File: src/rtl/urna_boletim_tx.sv
// Serial results transmitter: on a vote_done rising edge, snapshots the tallies and sends one 8N1 report frame.
// Optional checksum byte is enabled with `define BOLETIM_CHECKSUM_EN.
module urna_boletim_tx #(
   parameter int CLKS_PER_BIT = 4
) (
   input  logic       clk,
   input  logic       rst,
   input  logic       vote_done,
   input  logic [7:0] contador_c1,
   input  logic [7:0] contador_c2,
   input  logic [7:0] contador_null,
   output logic       tx,
   output logic       busy,
   output logic       sent
);

`ifdef BOLETIM_CHECKSUM_EN
   localparam int NUM_BYTES = 6;
`else
   localparam int NUM_BYTES = 5;
`endif
   localparam int        CNT_W     = (CLKS_PER_BIT > 2) ? $clog2(CLKS_PER_BIT) : 1;
   localparam logic [2:0] LAST_BYTE = 3'(NUM_BYTES - 1);
   localparam logic [7:0] HEADER    = 8'hA5;

   typedef enum logic [1:0] {IDLE, START, DATA, STOP} state_t;

   state_t           state;
   logic [CNT_W-1:0] clk_cnt;
   logic [2:0]       bit_idx;
   logic [2:0]       byte_idx;
   logic             vd_q;
   logic [7:0]       snap_c1;
   logic [7:0]       snap_c2;
   logic [7:0]       snap_null;
   logic [7:0]       total;
   logic [7:0]       cur_byte;
   logic [2:0]       next_bit;
   logic             trigger;
   logic             bit_end;

   function automatic logic [7:0] sat_total(input logic [9:0] sum);
      return (sum > 10'd255) ? 8'hFF : sum[7:0];
   endfunction

   assign total    = sat_total({2'b00, snap_c1} + {2'b00, snap_c2} + {2'b00, snap_null});
   assign trigger  = vote_done & ~vd_q;
   assign bit_end  = (clk_cnt == CNT_W'(CLKS_PER_BIT - 1));
   assign next_bit = bit_idx + 3'd1;

`ifdef BOLETIM_CHECKSUM_EN
   logic [7:0] chk;
   assign chk = snap_c1 ^ snap_c2 ^ snap_null ^ total;
`endif

   always_comb begin
      cur_byte = 8'hFF;
      case (byte_idx)
         3'd0:    cur_byte = HEADER;
         3'd1:    cur_byte = snap_c1;
         3'd2:    cur_byte = snap_c2;
         3'd3:    cur_byte = snap_null;
         3'd4:    cur_byte = total;
`ifdef BOLETIM_CHECKSUM_EN
         3'd5:    cur_byte = chk;
`endif
         default: cur_byte = 8'hFF;
      endcase
   end

   always_ff @(posedge clk) begin
      if (rst) begin
         state     <= IDLE;
         clk_cnt   <= '0;
         bit_idx   <= '0;
         byte_idx  <= '0;
         vd_q      <= 1'b1;
         snap_c1   <= '0;
         snap_c2   <= '0;
         snap_null <= '0;
         tx        <= 1'b1;
         busy      <= 1'b0;
         sent      <= 1'b0;
      end else begin
         vd_q <= vote_done;
         sent <= 1'b0;
         case (state)
            IDLE: begin
               // A trigger coinciding with the sent pulse is dropped, not deferred.
               if (trigger && !sent) begin
                  snap_c1   <= contador_c1;
                  snap_c2   <= contador_c2;
                  snap_null <= contador_null;
                  clk_cnt   <= '0;
                  bit_idx   <= '0;
                  byte_idx  <= '0;
                  tx        <= 1'b0;
                  busy      <= 1'b1;
                  state     <= START;
               end
            end
            START: begin
               if (bit_end) begin
                  clk_cnt <= '0;
                  bit_idx <= '0;
                  tx      <= cur_byte[0];
                  state   <= DATA;
               end else begin
                  clk_cnt <= clk_cnt + CNT_W'(1);
               end
            end
            DATA: begin
               if (bit_end) begin
                  clk_cnt <= '0;
                  if (bit_idx == 3'd7) begin
                     tx    <= 1'b1;
                     state <= STOP;
                  end else begin
                     bit_idx <= next_bit;
                     tx      <= cur_byte[next_bit];
                  end
               end else begin
                  clk_cnt <= clk_cnt + CNT_W'(1);
               end
            end
            STOP: begin
               if (bit_end) begin
                  clk_cnt <= '0;
                  if (byte_idx == LAST_BYTE) begin
                     byte_idx <= '0;
                     busy     <= 1'b0;
                     sent     <= 1'b1;
                     state    <= IDLE;
                  end else begin
                     byte_idx <= byte_idx + 3'd1;
                     tx       <= 1'b0;
                     state    <= START;
                  end
               end else begin
                  clk_cnt <= clk_cnt + CNT_W'(1);
               end
            end
            default: state <= IDLE;
         endcase
      end
   end

endmodule

File: config.mk
export PLATFORM = sky130hd
export DESIGN_NAME = urna_boletim_tx
export DESIGN_NICKNAME = d
export VERILOG_FILES = /design/src/rtl/urna_boletim_tx.sv
export SDC_FILE = /design/constraint.sdc
export NUM_CORES = 1
export LEC_CHECK = 0
export ABC_CLOCK_PERIOD_IN_PS = 3740
export CAP_MARGIN = 5
export CORE_ASPECT_RATIO = 1.5
export CORE_MARGIN = 10
export CORE_UTILIZATION = 46
export CTS_BUF_LIST = sky130_fd_sc_hd__clkbuf_16
export CTS_CLUSTER_SIZE = 40
export DETAILED_ROUTE_END_ITERATION = 10
export PLACE_DENSITY = 0.68
export SLEW_MARGIN = 20
export SYNTH_ARGS = -nofsm -noshare
export SYNTH_HDL_FRONTEND = slang
export SYNTH_SLANG_ARGS = --single-unit
File: constraint.sdc
create_clock -name clk -period 3.74 [get_ports clk]
set_input_delay 0.748 -clock clk [delete_from_list [all_inputs] [get_ports clk]]
set_output_delay 0.748 -clock clk [all_outputs]
set_load 0.01 [all_outputs]
Yosys cells after proc, flatten, opt, wreduce, memory -nomap -nowiden

Cells that the tools add are included.

Logic and storage cells: 87
Output and inout bits: 3
Input port bits: 27
Register bits: 38

Reduce and logical (&&, ||, !) cells: 14
$add $sub $neg: 5
Equality and inequality tests: 17
Muxes and demuxes: 34
Magnitude comparators: 2
Bitwise operators: 4

Operator list:

| operator                                                       | count |
|---|---|
| case mux 8 bit (5 select lines)                                | 1 |
| 2-to-1 mux 3 bit                                               | 6 |
| inequality test 2 bit, second input constant                   | 8 |
| AND reduction 5 bit                                            | 3 |
| 2-to-1 mux 2 bit                                               | 7 |
| 2-to-1 mux 1 bit                                               | 12 |
| adder 9 x 8 -> 10 bit                                          | 1 |
| greater-than comparator 10 x 8 -> 1 bit, second input constant | 1 |
| adder 8 x 8 -> 9 bit                                           | 1 |
| case mux 3 bit (3 select lines)                                | 1 |
| 2-to-1 mux 8 bit                                               | 1 |
| case mux 2 bit (4 select lines)                                | 1 |
| adder 3 x 1 -> 3 bit, second input constant                    | 2 |
| == test 2 bit, second input constant                           | 3 |
| == test 3 x 2 -> 1 bit, second input constant                  | 2 |
| == test 3 bit, second input constant                           | 2 |
| case mux 3 bit (2 select lines)                                | 1 |
| OR reduction 3 bit                                             | 2 |
| < comparator 3 x 4 -> 1 bit, second input constant             | 1 |
| case mux 1 bit (4 select lines)                                | 1 |
| case mux 2 bit (2 select lines)                                | 1 |
| AND reduction 4 bit                                            | 1 |
| binary-select mux 1 bit (select 3 bit)                         | 1 |
| == test 3 x 1 -> 1 bit, second input constant                  | 1 |
| 13 further kinds                                               | 15 |

Longest topological paths before layout

Depth after elaboration: 10
Depth in mapped cells: 13
Depth with buffers taken out: 13

Worst setup path after synthesis

No wires, ideal clock.

Path type: register to register
From: register snap_c1[1]
To: register tx
Required time: 3610 ps
Setup time: 130 ps
Path slack: 1056 ps
Arrival time: 2555 ps
Period minus slack after synthesis: 2684 ps
Path buffers: 0
Cell stages (with the launch flop): 14
Cells stage by stage: dfxtp_1 inv_1 fa_1 inv_1 ha_1 inv_1 fa_1 xor2_1 o22ai_2 a2111oi_4 a31oi_1 a21o_1 a211oi_2 o211ai_1

Cells in the longest elaborated chain, start to end: 10
Elaborated cells on any way between the ends: 11
Those cells by class: add/sub (2); order compare (1); mux (8)

RTL lines:

| item                                    | line | source |
|---|---|---|
| start, declared                         | 33   | `logic [7:0] snap_c1;` |
| start signal, assigned                  | 91   | `snap_c1 <= contador_c1;` |
| adder 8 x 8 -> 9 bit                    | 46   | `assign total = sat_total({2'b00, snap_c1} + {2'b00, snap_c2} + {2'b00, snap_null});` |
| adder 9 x 8 -> 10 bit                   | 46   |  |
| greater-than comparator 10 x 8 -> 1 bit | 43   | `return (sum > 10'd255) ? 8'hFF : sum[7:0];` |
| 2-to-1 mux 8 bit                        | 43   |  |
| case mux 8 bit (5 select lines) *       | 58   | `case (byte_idx)` |
| binary-select mux 1 bit (select 3 bit)  | 120  | `tx <= cur_byte[next_bit];` |
| 2-to-1 mux 1 bit (implied by the code)  | 120  |  |
| 2-to-1 mux 1 bit                        | 115  | `if (bit_idx == 3'd7) begin` |
| 2-to-1 mux 1 bit                        | 113  | `if (bit_end) begin` |
| case mux 1 bit (4 select lines) *       | 87   | `case (state)` |
| end signal, assigned                    | 106  | `tx <= cur_byte[0];` |
| end signal, assigned                    | 120  |  |
| end, declared                           | 12   | `output logic tx,` |

Every way passes the cells marked *; elsewhere a longest branch is shown, timed or not. The select of a mux whose other input is x is not followed.
A chain may end at the register's enable or synchronous reset.

Worst setup path in the final report

Ends and elaborated chain as after synthesis.

==> impl_metrics.tcl <==
set metrics [dict create \
    status "finished clean" \
    postCtsHoldBufs 0 \
    critPathMaxFanout 3 \
    critPathSlowestCell "fa_1" \
    critPathLaunchType "flip-flop" \
    area_delta_synth_final_pct 19.6 \
    syn-mean-instance-area_um2 7.95 \
    post_cts.repair.setup_buffers 0 \
    final_nets 384 \
    root_buffer "clkbuf_16" \
    async_reset_ff_share_pct 0 \
    yosysWarnings 0 \
    io_pins 30 \
    cpPeakStageDelay_ns 0.47 \
    fin_crit_sh_pct 76.9 \
    insertion_delay_ns 0.28 \
    fin_tns_setup_ns 0 \
    fin_skew_ns 0.00234 \
    met2_usage_pct 26.8 \
    die_area_um2 8760 \
    syn_area_um2 2470 \
    clock_sinks 38 \
    final-max-slew-violation-count 0 \
    port_buffers 29 \
    max_freq_ghz 0.348 \
    drv_cap 0 \
    grt-ovfl-total 0 \
    dr.pass1.iters 4 \
    n_antenna_cell 0 \
    place.gp.congestion 0.887 \
    leakage_nw 1.15 \
    fp.dieW_um 79.8 \
    busiest_layer "met2" \
    cp.arrival_ns 3.04 \
    grt_pass1_vias 2239 \
    use_met3_pct 2.78 \
    pre_cts_ws_ns 0.887 \
    synth-compound-area-share_pct 24.2 \
    yosysUniqueCellTypes 48 \
    yosys.area_share.simple_pct 20.0 \
    postSynthCellCount 311 \
    synth_edf_count 0 \
    worst_slack_ns 0.864 \
    synth_top_family_by_area "compound AO/OA/AOI/OAI gates" \
    grt_max_degree 26 \
    synth_seq_area_share_pct 30.8 \
    crit_path_end_kind "flip-flop" \
    via_per_inst 5.53 \
    grt_pass1_wl_um 10300 \
    post_cts_resized 0 \
    finalSetupViolCount 0 \
    fin_crit_ns 2.88 \
    peakVddDrop_uv 346 \
    final_antenna_net_count 0 \
    die_h_um 110 \
    synth_fa_ha_area_share_pct 16.9 \
    cts_tree "built" \
    wire_per_inst_um 15.5 \
    required_ns 3.90 \
    drtIter0Drc 104 \
    start_util_pct 47.8 \
    clk_pin_slew_worst_paths_ns 0.05 \
    rsz0062_at_grt "no" \
    critPathKind "flip-flop to flip-flop" \
    drive_above_1_share_pct 4.85 \
    grtUsageTotal_pct 14.6 \
    critical_path.most_common_cell "inv_1" \
    nFillCells 482 \
    path_cells "inv_1 > fa_1 > inv_1 > ha_1 > inv_1 > fa_1 > xor2_1 > o22ai_2 > a2111oi_4 > a31oi_1 > a21o_1 > a211oi_2 > o211ai_1" \
    final_common_cell "nand2_1" \
    ys_seq_elements 38 \
    layout_common_cells "66 x nand2_1, 48 x a21oi_1, 38 x dfxtp_1, 29 x clkdlybuf4s50_1, 24 x nor2_1" \
    cts_buffers 5 \
    row_count 32 \
    hold_path_class "flip-flop to flip-flop" \
    synthXorXnorAreaFrac_pct 1.42 \
    synthMuxAreaShare_pct 0.810 \
    max-slew-margin-rel_pct 37.9 \
    grt_util_met1_pct 14.7 \
    tightest_slew_ns 0.930 \
    antenna_found_initial 0 \
    p_per_area_nw_per_um2 464 \
    synth_nets 366 \
    clock_path_buffers 2 \
    drc 0 \
    hold_viol_final 0 \
    place.detailed.hpwl_um 4760 \
    h-tree-depth 2 \
    num_vias 2199 \
    routed_wl_um 6170 \
    ys.flop_type "dfxtp_1" \
    coreArea_um2 5160 \
]
-- report_power, final --
group	switching (mW)	internal (mW)
Clock	0.161	0.379
Combinational	0.200	0.151
Sequential	0.0380	0.443
-- cell usage after synthesis (2+ instances only) --
cell / instances / share of area (%)
nand2_1: 66 / 10
a21oi_1: 48 / 9.7
dfxtp_1: 38 / 31
nor2_1: 24 / 3.6
ha_1: 19 / 9.6
inv_1: 16 / 2.4
clkbuf_1: 14 / 2.1
fa_1: 9 / 7.3
nor3_1: 6 / 1.2
o21ai_0: 6 / 1.2
a221oi_1: 4 / 1.4
nand2b_1: 4 / 1.0
nand3_1: 4 / 0.81
a211oi_1: 3 / 0.91
a21o_1: 3 / 0.91
a22oi_1: 3 / 0.91
a31oi_1: 3 / 0.76
buf_2: 3 / 0.61
nor2b_1: 3 / 0.76
o2111ai_1: 3 / 1.1
a22o_1: 2 / 0.71
mux2i_1: 2 / 0.81
xnor2_1: 2 / 0.71
xor2_1: 2 / 0.71
-- flip-flops by register name, summed over array words and instances, names as in the netlist, 2 cells and up --
name / cells
byte_idx: 3
bit_idx: 3
state: 2
snap_null: 8
snap_c1: 8
snap_c2: 8
clk_cnt: 2
-- kinds of logic after synthesis --
kind of cell,Yosys count
adders and majority gates,28
buffers and inverters,35
DFF,38
and+or+nand+nor,116
muxes,2
AOI/OAI and AO/OA,88
xor gates and xnor gates,4
-- worst max-delay path: cells and delay by family (launching register included) --
| family | cells | cell delay, ns |
|---|---|---|
| DFF | 1 | 0.35 |
| AOI/OAI and AO/OA | 6 | 1.03 |
| xor gates and xnor gates | 1 | 0.18 |
| buffers and inverters | 3 | 0.19 |
| adders and majority gates | 3 | 1.02 |
-- routing by layer --
metal / part of all wire, % / wire (um) / vias up
li1: - / - / 1103
met1: 39 / 2400 / 1046
met2: 54 / 3330 / 31
met3: 2.0 / 124 / 19
met4: 5.1 / 315 / 0
met5: 0 / 0 / -
-- through the flow --
step	hold WS (ns)	power (mW)	cell area, um^2	std cells	util, %
3_3_place_gp	0.451	0.835	2770	390	53.6
4_1_cts	0.461	1.38	2960	398	57.2
6_report	0.458	1.37	2960	398	57.2
3_5_place_dp	0.454	0.841	2770	390	53.6
2_1_floorplan	0.436	0.739	2470	311	-
5_1_grt	0.490	1.45	2960	398	57.2
-- worst paths after layout --
path,start,cells past startpoint,slack (ns),end
min reg2reg,bit_idx[1],2,0.46,bit_idx[1]
max,snap_c1[1],13,0.86,tx
min,bit_idx[1],2,0.46,bit_idx[1]
max reg2reg,snap_c1[1],13,0.86,tx
-- cell type report --
class	count	area, um^2	area share, %
Clock inverter	3	63.8	2.16
Clock buffer	5	125	4.23
Sequential cell	38	761	25.7
Tap cell	68	85.1	2.88
Timing Repair Buffer	30	298	10.1
Inverter	16	60.1	2.03
Multi-Input combinational cell	238	1560	52.9
(Power assumes the default switching activity.)
